File: src/rtl/debounce_boton_if.sv
// Button signal bundle between the raw pad side and the debouncer.
// The master drives the raw level; the slave (debouncer) returns the clean level and long-press pulse.
interface debounce_boton_if;
  logic btn_raw;
  logic btn_clean;
  logic btn_long;

  modport master (
    output btn_raw,
    input  btn_clean,
    input  btn_long
  );

  modport slave (
    input  btn_raw,
    output btn_clean,
    output btn_long
  );
endinterface

File: src/rtl/debounce_boton.sv
// Push-button debouncer: 2-flop synchroniser, stability filter, optional long-press pulse.
// Long-press detection is built only when DEBOUNCE_HOLD_EN is defined; otherwise btn_long is tied low.
//
// state      | meaning
// -----------+---------------------------------------------------------------
// ST_STABLE  | sync2 matches btn_clean, counter idle at 0
// ST_FILTER  | sync2 differs from btn_clean, counter timing the new level
module debounce_boton #(
  parameter int DEBOUNCE_CYCLES = 1_000_000,
  parameter int HOLD_CYCLES     = 100_000_000
) (
  input  logic             clk,
  input  logic             rst,
  debounce_boton_if.slave  bif
);

  if (DEBOUNCE_CYCLES < 2) begin : g_bad_debounce
    $error("DEBOUNCE_CYCLES must be >= 2");
  end
  if (HOLD_CYCLES < 1) begin : g_bad_hold
    $error("HOLD_CYCLES must be >= 1");
  end

  localparam int              CW       = $clog2(DEBOUNCE_CYCLES);
  localparam logic [CW-1:0]   CNT_ONE  = CW'(1);
  localparam logic [CW-1:0]   CNT_LAST = CW'(DEBOUNCE_CYCLES - 1);

  typedef enum logic {
    ST_STABLE = 1'b0,
    ST_FILTER = 1'b1
  } state_t;

  state_t        state_q, state_d;
  logic [CW-1:0] cnt_q, cnt_d;
  logic          sync1_q, sync1_d;
  logic          sync2_q, sync2_d;
  logic          clean_q, clean_d;

  always_comb begin
    sync1_d = bif.btn_raw;
    sync2_d = sync1_q;
  end

  // The counter only ever reaches CNT_LAST before toggling, so it cannot wrap.
  always_comb begin
    state_d = state_q;
    cnt_d   = cnt_q;
    clean_d = clean_q;
    case (state_q)
      ST_STABLE: begin
        cnt_d = '0;
        if (sync2_q != clean_q) begin
          state_d = ST_FILTER;
          cnt_d   = CNT_ONE;
        end
      end
      ST_FILTER: begin
        if (sync2_q == clean_q) begin
          state_d = ST_STABLE;
          cnt_d   = '0;
        end else if (cnt_q == CNT_LAST) begin
          state_d = ST_STABLE;
          cnt_d   = '0;
          clean_d = ~clean_q;
        end else begin
          cnt_d = cnt_q + CNT_ONE;
        end
      end
      default: begin
        state_d = ST_STABLE;
        cnt_d   = '0;
      end
    endcase
  end

  always_ff @(posedge clk) begin
    if (!rst) begin
      sync1_q <= 1'b0;
      sync2_q <= 1'b0;
      state_q <= ST_STABLE;
      cnt_q   <= '0;
      clean_q <= 1'b0;
    end else begin
      sync1_q <= sync1_d;
      sync2_q <= sync2_d;
      state_q <= state_d;
      cnt_q   <= cnt_d;
      clean_q <= clean_d;
    end
  end

  assign bif.btn_clean = clean_q;

`ifdef DEBOUNCE_HOLD_EN
  localparam int            HW        = $clog2(HOLD_CYCLES + 1);
  localparam logic [HW-1:0] HOLD_ONE  = HW'(1);
  localparam logic [HW-1:0] HOLD_MAX  = HW'(HOLD_CYCLES);
  localparam logic [HW-1:0] HOLD_FIRE = HW'(HOLD_CYCLES - 1);

  logic [HW-1:0] hold_q, hold_d;
  logic          long_q, long_d;

  // Saturating at HOLD_MAX is what limits the pulse to once per press.
  always_comb begin
    hold_d = hold_q;
    long_d = 1'b0;
    if (!clean_q) begin
      hold_d = '0;
    end else if (hold_q != HOLD_MAX) begin
      hold_d = hold_q + HOLD_ONE;
      long_d = (hold_q == HOLD_FIRE);
    end
  end

  always_ff @(posedge clk) begin
    if (!rst) begin
      hold_q <= '0;
      long_q <= 1'b0;
    end else begin
      hold_q <= hold_d;
      long_q <= long_d;
    end
  end

  assign bif.btn_long = long_q;
`else
  assign bif.btn_long = 1'b0;
`endif

endmodule

File: src/flat_wrapper.sv
// flat-port wrapper written by rule: the top's interface ports become plain ports
module debounce_boton_flat 
#(
  parameter int DEBOUNCE_CYCLES = 1_000_000,
  parameter int HOLD_CYCLES     = 100_000_000
)
  (clk, rst, bif_btn_raw, bif_btn_clean, bif_btn_long);
  debounce_boton_if bif_i ();
  input  logic clk;
  input  logic rst;
  input wire logic [$bits(bif_i.btn_raw)-1:0] bif_btn_raw;
  output wire logic [$bits(bif_i.btn_clean)-1:0] bif_btn_clean;
  output wire logic [$bits(bif_i.btn_long)-1:0] bif_btn_long;
  assign bif_i.btn_raw = bif_btn_raw;
  assign bif_btn_clean = bif_i.btn_clean;
  assign bif_btn_long = bif_i.btn_long;
  debounce_boton #(.DEBOUNCE_CYCLES(DEBOUNCE_CYCLES), .HOLD_CYCLES(HOLD_CYCLES)) u_core (.clk(clk), .rst(rst), .bif(bif_i));
endmodule
File: config.mk
export PLATFORM = sky130hd
export DESIGN_NAME = debounce_boton_flat
export DESIGN_NICKNAME = d
export VERILOG_FILES = /design/src/rtl/debounce_boton_if.sv /design/src/rtl/debounce_boton.sv /design/src/flat_wrapper.sv
export SDC_FILE = /design/constraint.sdc
export NUM_CORES = 1
export LEC_CHECK = 0
export BUFFER_PORTS_ARGS = -buffer_cell sky130_fd_sc_hd__buf_2
export CORE_ASPECT_RATIO = 0.8
export CORE_MARGIN = 8
export CORE_UTILIZATION = 53
export DETAILED_ROUTE_END_ITERATION = 8
export GPL_TIMING_DRIVEN = 0
export PLACE_DENSITY = 0.73
export REMOVE_ABC_BUFFERS = 1
export SLEW_MARGIN = 20
export SYNTH_ARGS = -nofsm -noshare
export SYNTH_HDL_FRONTEND = slang
export SYNTH_SLANG_ARGS = --single-unit
File: constraint.sdc
create_clock -name clk -period 1.6 [get_ports clk]
set_input_delay 0.16 -clock clk [delete_from_list [all_inputs] [get_ports clk]]
set_output_delay 0.16 -clock clk [all_outputs]
set_load 0.02 [all_outputs]
# Word-level counts from Yosys, hierarchy flattened
# Cells that the tools add are included.
[word_totals]
reg_bits = 24
input_bits = 3
out_inout_bits = 2
elab_cells = 21
[classes]
add_sub_neg = 1
n_eq_ne = 3
mux = 8
bitwise_logic = 3
n_reduce_logical = 1
[op_table]
columns = ["cell", "count"]
rows = [
  ["$mux W20", 2],
  ["$pmux W20 S2", 1],
  ["$add A20 B1 Y20 const B", 1],
  ["$eq A20 B20 Y1 const B", 1],
  ["$mux W1", 4],
  ["$not A1 Y1", 3],
  ["$reduce_and A3 Y1", 1],
  ["$pmux W1 S2", 1],
  ["$eq A1 B1 Y1", 1],
  ["$ne A1 B1 Y1", 1],
]

# Depth between registers and ports, before layout
# Gate-level depths: netlist of the first run.
[depth]
ltp_word = 4
mapped_depth = 6
depth_no_buf = 5

# Worst setup path before layout of the first run
# OpenSTA, ideal clock, no wires.
[synth_timing]
path_type = "reg2reg"
startpoint = "register u_core.cnt_q[0]"
endpoint = "register u_core.cnt_q[15]"
setup_ps = 115
t_arrival_ps = 1534
path_slack_ps = -48
path_stages_with_launch = 7
n_path_buf = 1
path_cell_list = "dfxtp_1 > ha_1 > nand3_4 > or3_4 > o21ai_4 > buf_6 > nor2_1"
[synth_between]
elab_chain_len = 4
elab_cells_between_ends = 5
classes_between = "add/sub: 1; eq/ne: 1; mux: 3"
[synth_rtl]
columns = ["element", "line_no", "text"]
rows = [
  ["from (decl)", "debounce_boton.sv:34", "logic [CW-1:0] cnt_q, cnt_d;"],
  ["from (signal assigned)", "debounce_boton.sv:87", "cnt_q <= cnt_d;"],
  ["$add A20 B1 Y20 / $eq A20 B20 Y1 (equally long branches)", "debounce_boton.sv:66, debounce_boton.sv:61", ""],
  ["$mux W20 (*)", "debounce_boton.sv:61", "end else if (cnt_q == CNT_LAST) begin"],
  ["$mux W20 (*)", "debounce_boton.sv:58", "if (sync2_q == clean_q) begin"],
  ["$pmux W20 S2 (*)", "debounce_boton.sv:49", "case (state_q)"],
]
# Every way passes the cells marked *; elsewhere a longest branch is shown, timed or not.
# A chain may end at the register's enable or synchronous reset.

# Worst setup path after layout of the first run
[layout_timing]
startpoint = "register u_core.cnt_q[5]"
endpoint = "register u_core.cnt_q[5]"
# The elaborated chain is that of the path after synthesis.

==> results of run 1 <==
==> per-stage QoR <==
step                      utilization [%]  power (µW)  setup TNS [ns]  cell area [µm²]  hold slack, ns
after floorplan                         -         623          -0.545             1120           0.282
after global placement               55.8         627           -4.19             1160           0.372
after detailed placement             55.8         627           -5.47             1160           0.376
after CTS                            61.8        1070               0             1290          0.0273
after global routing                 64.6        1090          -0.191             1350          0.0145
final                                64.6        1050               0             1350          0.0335
==> power groups by stage <==
stage               combinational (µW)  sequential, µW  clock [µW]
finish                            11.6             603         440
global route                      12.7             603         469
CTS                               11.3             604         450
detailed placement                10.5             617           0
global placement                  10.2             617           0
floorplan                         6.50             616           0
==> area by class of cell <==
cell class / count / area (µm²) / area share [%]
multi-input cells: 90 / 679 / 50.5
flip-flops and latches: 24 / 490 / 36.5
repair buffers: 9 / 72.6 / 5.40
well taps: 25 / 31.3 / 2.33
clock inverters: 1 / 30.0 / 2.23
clock buffers: 3 / 22.5 / 1.67
inverters: 5 / 18.8 / 1.40
==> cells by family after synthesis <==
family	Yosys count	synth area share [%]
other	1	0.330
and+or+nand+nor	63	33.4
adders and majority gates	1	1.10
xor gates and xnor gates	16	12.3
buffers and inverters	7	3.31
DFF	24	42.3
AOI/OAI and AO/OA	9	7.17
==> registers in the layout, indices dropped and copies added (netlist names) <==
name and flops:
u_core.cnt_q 20, u_core.bif.btn_clean 1, u_core.state_q 1, u_core.sync1_q 1
u_core.sync2_q 1
==> critical path, cell delays in order (launching register included) <==
cell and delay, ns:
sky130_fd_sc_hd__dfxtp_1 0.47, sky130_fd_sc_hd__nand2_1 0.17, sky130_fd_sc_hd__or3_4 0.43, sky130_fd_sc_hd__o21ai_4 0.17, sky130_fd_sc_hd__buf_12 0.15, sky130_fd_sc_hd__nor2_1 0.05
==> cells in the final DEF (no fill, tap or decap), types with 2 or more instances in the layout <==
| master | n |
|---|---|
| sky130_fd_sc_hd__nand3_1 | 5 |
| sky130_fd_sc_hd__a211oi_1 | 3 |
| sky130_fd_sc_hd__nand2_1 | 4 |
| sky130_fd_sc_hd__buf_2 | 3 |
| sky130_fd_sc_hd__nor3_1 | 5 |
| sky130_fd_sc_hd__xor2_1 | 2 |
| sky130_fd_sc_hd__buf_4 | 5 |
| sky130_fd_sc_hd__dfxtp_1 | 18 |
| sky130_fd_sc_hd__nor4_1 | 3 |
| sky130_fd_sc_hd__nor2_1 | 23 |
| sky130_fd_sc_hd__xnor2_1 | 14 |
| sky130_fd_sc_hd__clkbuf_4 | 3 |
| sky130_fd_sc_hd__inv_1 | 5 |
| sky130_fd_sc_hd__nor4_4 | 3 |
| sky130_fd_sc_hd__and3_1 | 4 |
| sky130_fd_sc_hd__dfxtp_2 | 5 |
| sky130_fd_sc_hd__nand4_1 | 3 |
| sky130_fd_sc_hd__o221ai_1 | 3 |
| sky130_fd_sc_hd__and2_1 | 4 |
==> routing by layer <==
metal	wire length, µm	vias to the layer above
li1	-	442
met2	1210	6
met3	60	2
met1	1030	414
met5	0	-
met4	23	0
==> path summary, 6_finish.rpt <==
| check | start | end | cells past startpoint | slack [ns] |
|---|---|---|---|---|
| setup / recovery | u_core.cnt_q[5] | u_core.cnt_q[5] | 5 | 0.06 |
| hold / removal | bif_btn_raw | u_core.sync1_q | 2 | 0.03 |
| setup reg to reg | u_core.cnt_q[5] | u_core.cnt_q[5] | 5 | 0.06 |
| hold reg to reg | u_core.sync1_q | u_core.sync2_q | 1 | 0.45 |
==> timing repair <==
item,in CTS,in global routing
setup buffers,4,2
hold buffers,0,0
setup endpoints to repair,22,22
pin swaps,1,4
gates resized for setup,6,10
gates cloned,0,0
hold endpoints to repair,0,0
==> metrics.log, run 1 <==
INFO  metric grt_usage = between 10% and 20%
INFO  metric globalRouteMet3Util = between 4 and 5%
INFO  metric synth_sequential_area_ratio = 42.3%
INFO  metric maxcap_violations = 0
INFO  metric drc = 0
INFO  metric post_synth_inst_count = around 120
INFO  metric rows = 15
INFO  metric clock_path_buffers = 2
INFO  metric port_buffers = 3
INFO  metric overflow = 0
INFO  metric yosysTopAreaCellShare = a little over two fifths
INFO  metric design.final.nets = about 140
INFO  metric timing_max_transition_violations_final = 0
INFO  metric power_frac_seq = between 50% and 60%
INFO  metric power.share.switching = 18.5%
INFO  metric finalCritPeriodShare = 96.5%
INFO  metric fmax = around 0.65 GHz
INFO  metric drive_gt1_share = between 20% and 30%
INFO  metric global_route.peak_usage_layer = met2
INFO  metric synth.most_common_cell = sky130_fd_sc_hd__dfxtp_1
INFO  metric cts_tree = yes
INFO  metric fin_cells = approximately 160
INFO  metric pin_count_of_the_biggest_net_entering_global_routing = 15
INFO  metric cts.htree.levels = 1
INFO  metric power.density_cell_area = approximately 780 nW/µm²
INFO  metric critical_path.startpoint_type = register
INFO  metric dieArea = a little under 4000 µm²
INFO  metric first_global_vias = 840
INFO  metric power_switching = a little under 200 µW
INFO  metric tritoncts_sink_count = 24
INFO  metric antenna_violations_before_repair = 0
INFO  metric path_max_fanout = 13
INFO  metric power.combinational.fraction = under 10%
INFO  metric synthToLayoutAreaGrowth = 18.5%
INFO  metric ys_ff_latch = 24
INFO  metric die-height = between 50 and 60 µm
INFO  metric ctsRootBufferMaster = sky130_fd_sc_hd__clkbuf_4
INFO  metric synth.avg_cell_area = 9.38 µm²
INFO  metric critPathArrivalTime = around 1.8 ns
INFO  metric drtPass1Iterations = 4
INFO  metric run_status = complete, no violations
INFO  metric place.detailed.instances = between 100 and 150
INFO  metric p_leak = 0.000445 µW
INFO  metric die_width = ~68 µm
INFO  metric route.detailed.wl_per_inst = approximately 15 µm
INFO  metric dr_total_vias = about 860
INFO  metric top_level_ports = 5
INFO  metric synthTopCellsByArea = sky130_fd_sc_hd__dfxtp_1, sky130_fd_sc_hd__xnor2_1, sky130_fd_sc_hd__nor2_1
INFO  metric first_iter_violations = 25
INFO  metric postRouteAntennaNets = 0
INFO  metric power_frac_clock = around two fifths
INFO  metric async_set_or_reset_register_ratio_after_synthesis = 0%
INFO  metric yosysUniqueCellTypes = 29
INFO  metric yosys_most_used_dff = sky130_fd_sc_hd__dfxtp_1
INFO  metric gp_routability_congestion = 0.775
INFO  metric timing_hold_violations_final = 0
INFO  metric worstPathRequired = around 1.8 ns
INFO  metric max-vdd-ir-drop = 1.06 mV
INFO  metric insertion_delay = between 0.3 and 0.4 ns
INFO  metric finalClockSkew = between 0.003 and 0.004 ns
INFO  metric setup_viol = 0
INFO  metric grt_use_met2 = ~20%
INFO  metric end_kind = register
INFO  metric routed_via_density = 5.50
INFO  metric fin_ws = 0.0564 ns
INFO  metric cts.reportedPaths.clkPinSlew = about 0.13 ns
INFO  metric placement.setup.worst_slack = -0.309 ns
INFO  metric synth_area_leader_cell = sky130_fd_sc_hd__dfxtp_1
INFO  metric place.detailed.hpwl = ~1400 µm
INFO  metric final.fill_count = 190
INFO  metric antenna_cells_inserted = 0
INFO  metric synth-edff-count = 0
INFO  metric yosys-top-cells-count = sky130_fd_sc_hd__dfxtp_1, sky130_fd_sc_hd__nor2_1, sky130_fd_sc_hd__xnor2_1
INFO  metric hp-class = input pin to register
INFO  metric grt_setup_unrepaired = yes
INFO  metric worstSetupPathType = register to register
INFO  metric syn-cell-area = roughly 1100 µm²
INFO  metric internal_power = between 800 and 900 µW
INFO  metric floorplan.initialDensity = between 50% and 60%
INFO  metric min_period = 1.54 ns
INFO  metric gr-usage-met1 = approximately 14%
INFO  metric tritoncts.num_buffers = 3
INFO  metric yosysWarnings = 0
INFO  metric drt-total-wl = between 2000 and 2500 µm
INFO  metric fp.coreArea = between 2000 and 2500 µm²
INFO  metric grt_first_pass_wirelength = 3750 µm
(Power assumes the default switching activity.)
==> run 2, diff against run 1 <==
- BUFFER_PORTS_ARGS: -buffer_cell sky130_fd_sc_hd__buf_2 -> -buffer_cell sky130_fd_sc_hd__buf_4
==> metrics.log, run 2 (same netlist as run 1, synthesis figures left out) <==
INFO  metric run_status = complete, no violations
INFO  metric design.final.nets = approximately 140
INFO  metric tritoncts_sink_count = 24
INFO  metric timing_startpoint_of_the_critical_path = u_core.cnt_q[7]
INFO  metric p_leak = roughly 0.00044 µW
INFO  metric synthToLayoutAreaGrowth = 16.6%
INFO  metric tritoncts.num_buffers = 3
INFO  metric largest_reg_flops = 20
INFO  metric cts.reportedPaths.clkPinSlew = about 0.13 ns
INFO  metric rows = 15
INFO  metric fin_setup_tns = 0 ns
INFO  metric leading_cell_types_in_the_layout_fill_and_taps_excluded = sky130_fd_sc_hd__nor2_1, sky130_fd_sc_hd__dfxtp_1, sky130_fd_sc_hd__xnor2_1
INFO  metric fmax = about 0.64 GHz
INFO  metric antenna_violations_before_repair = 0
INFO  metric drtPass1Iterations = 4
INFO  metric grt_first_pass_wirelength = between 3000 and 4000 µm
INFO  metric r2r-start = u_core.cnt_q[7]
INFO  metric critical_path.reg2reg.endpoint = u_core.cnt_q[3]
INFO  metric setup_viol = 0
INFO  metric floorplan.initialDensity = 54.5%
INFO  metric critical_path.slowest_cell = sky130_fd_sc_hd__nor4_2
INFO  metric drc = 0
INFO  metric timing_hold_violations_final = 0
INFO  metric hp-class = input pin to register
INFO  metric routed-wl-met3 = slightly above 100 µm
INFO  metric critical_path.startpoint_type = register
INFO  metric worst_path_largest_cell_delay = 0.39 ns
INFO  metric post-layout-total-power = a little over 900 µW
INFO  metric cts.htree.levels = 1
INFO  metric insertion_delay = just over 0.3 ns
INFO  metric power.density_cell_area = roughly 700 nW/µm²
INFO  metric cts_tree = yes
INFO  metric worst_reg_to_reg_cells = 5
INFO  metric placement.setup.worst_slack = -0.286 ns
INFO  metric clock_path_buffers = 2
INFO  metric topRoutingLayerUsed = met3
INFO  metric die_width = ~68 µm
INFO  metric multiInputGateArea = approximately 660 µm²
INFO  metric path_max_fanout = 16
INFO  metric first_iter_violations = 44
INFO  metric met2_length = between 1000 and 1500 µm
INFO  metric mostFrequentLayoutCell = sky130_fd_sc_hd__nor2_1
INFO  metric gp_routability_congestion = ~0.76
INFO  metric port_buffers = 3
INFO  metric crit_path_cell_trace = nor4_2 -> nand3_1 -> o21ai_4 -> buf_12 -> nor2_1
INFO  metric worstSetupPathType = register to register
INFO  metric overflow = 0
INFO  metric fp.coreArea = 2080 µm²
INFO  metric critPathArrivalTime = 1.77 ns
INFO  metric routed_via_density = 5.63
INFO  metric finalClockSkew = 0.00863 ns
INFO  metric route.detailed.wl_per_inst = 14.5 µm
INFO  metric drive_gt1_share = roughly a quarter
INFO  metric max-vdd-ir-drop = roughly 0.64 mV
INFO  metric top_level_ports = 5
INFO  metric place.detailed.hpwl = about 1400 µm
INFO  metric antenna_cells_inserted = 0
INFO  metric pin_count_of_the_biggest_net_entering_global_routing = 17
INFO  metric timing_max_transition_violations_final = 0
INFO  metric dr_total_vias = 889
INFO  metric finalCritPeriodShare = between 90% and 100%
INFO  metric dieArea = between 3000 and 4000 µm²
INFO  metric most_flops_register = u_core.cnt_q
INFO  metric postRouteAntennaNets = 0
INFO  metric end_kind = register
INFO  metric endpoint = u_core.cnt_q[3]
INFO  metric drt-total-wl = 2290 µm
INFO  metric min_period = roughly 1.6 ns
INFO  metric worstPathRequired = roughly 1.8 ns
INFO  metric first_global_vias = 781
INFO  metric maxcap_violations = 0
INFO  metric ff_latch_area = 490 µm²
INFO  metric final.fill_count = 170
INFO  metric worst-r2r-setup-slack = approximately 0.036 ns
INFO  metric route.layer.met1.wl = about 1000 µm
INFO  metric grt_usage = 11.7%
INFO  metric ctsRootBufferMaster = sky130_fd_sc_hd__clkbuf_4
INFO  metric grt_setup_unrepaired = yes
INFO  metric die-height = roughly 57 µm
INFO  metric fin_ws = approximately 0.036 ns
## run 2: worst max-delay path, delay by kind of cell (launching register included)
kind                   cells  cell delay (ns)
AND/OR/NAND/NOR            3             0.71
flip-flops                 1             0.38
AO/OA/AOI/OAI              1             0.22
buffers and inverters      1             0.16
## run 2: where the power goes
group | switching (µW) | internal (µW) | total (µW)
Clock | 167 | 139 | 306
Combinational | 7.02 | 7.19 | 14.2
Sequential | 2.53 | 601 | 603
Total | 177 | 747 | 924
## run 2: layer usage
layer | up-vias | global-route usage [%]
met5 | - | 0
met4 | 0 | 2.08
met3 | 0 | 4.69
met2 | 19 | 17.9
met1 | 422 | 15.0
li1 | 448 | -
## run 2: worst min-delay path by stage
stage / start / end / slack, ns / cells past startpoint
2_1_floorplan: rst / u_core.sync1_q / 0.28 / 1
3_3_place_gp: bif_btn_raw / u_core.sync1_q / 0.37 / 2
3_5_place_dp: bif_btn_raw / u_core.sync1_q / 0.39 / 2
4_1_cts: bif_btn_raw / u_core.sync1_q / 0.06 / 2
5_1_grt: bif_btn_raw / u_core.sync1_q / 0.06 / 2
6_report: bif_btn_raw / u_core.sync1_q / 0.07 / 2
## run 2: area by class of cell
type | count | area share (%)
clock buffers | 4 | 2.74
repair buffers | 10 | 6.62
multi-input cells | 90 | 49.8
inverters | 5 | 1.42
well taps | 25 | 2.36
flip-flops and latches | 24 | 37.1
## run 2: metrics by stage
step	hold WS (ns)	std cells	cell area, µm²	utilization [%]
2_1_floorplan	0.282	119	1120	-
3_3_place_gp	0.374	147	1170	56.2
3_5_place_dp	0.388	147	1170	56.2
4_1_cts	0.0589	155	1270	60.8
5_1_grt	0.0591	158	1320	63.5
6_report	0.0710	158	1320	63.5
## run 2: what timing repair did
| item | 4_1_cts | 5_1_grt |
|---|---|---|
| hold buffers | 0 | 0 |
| pin swaps | 2 | 4 |
| endpoints found under the setup margin | 22 | 22 |
| gates resized for setup | 4 | 10 |
| buffers inserted | 4 | 3 |
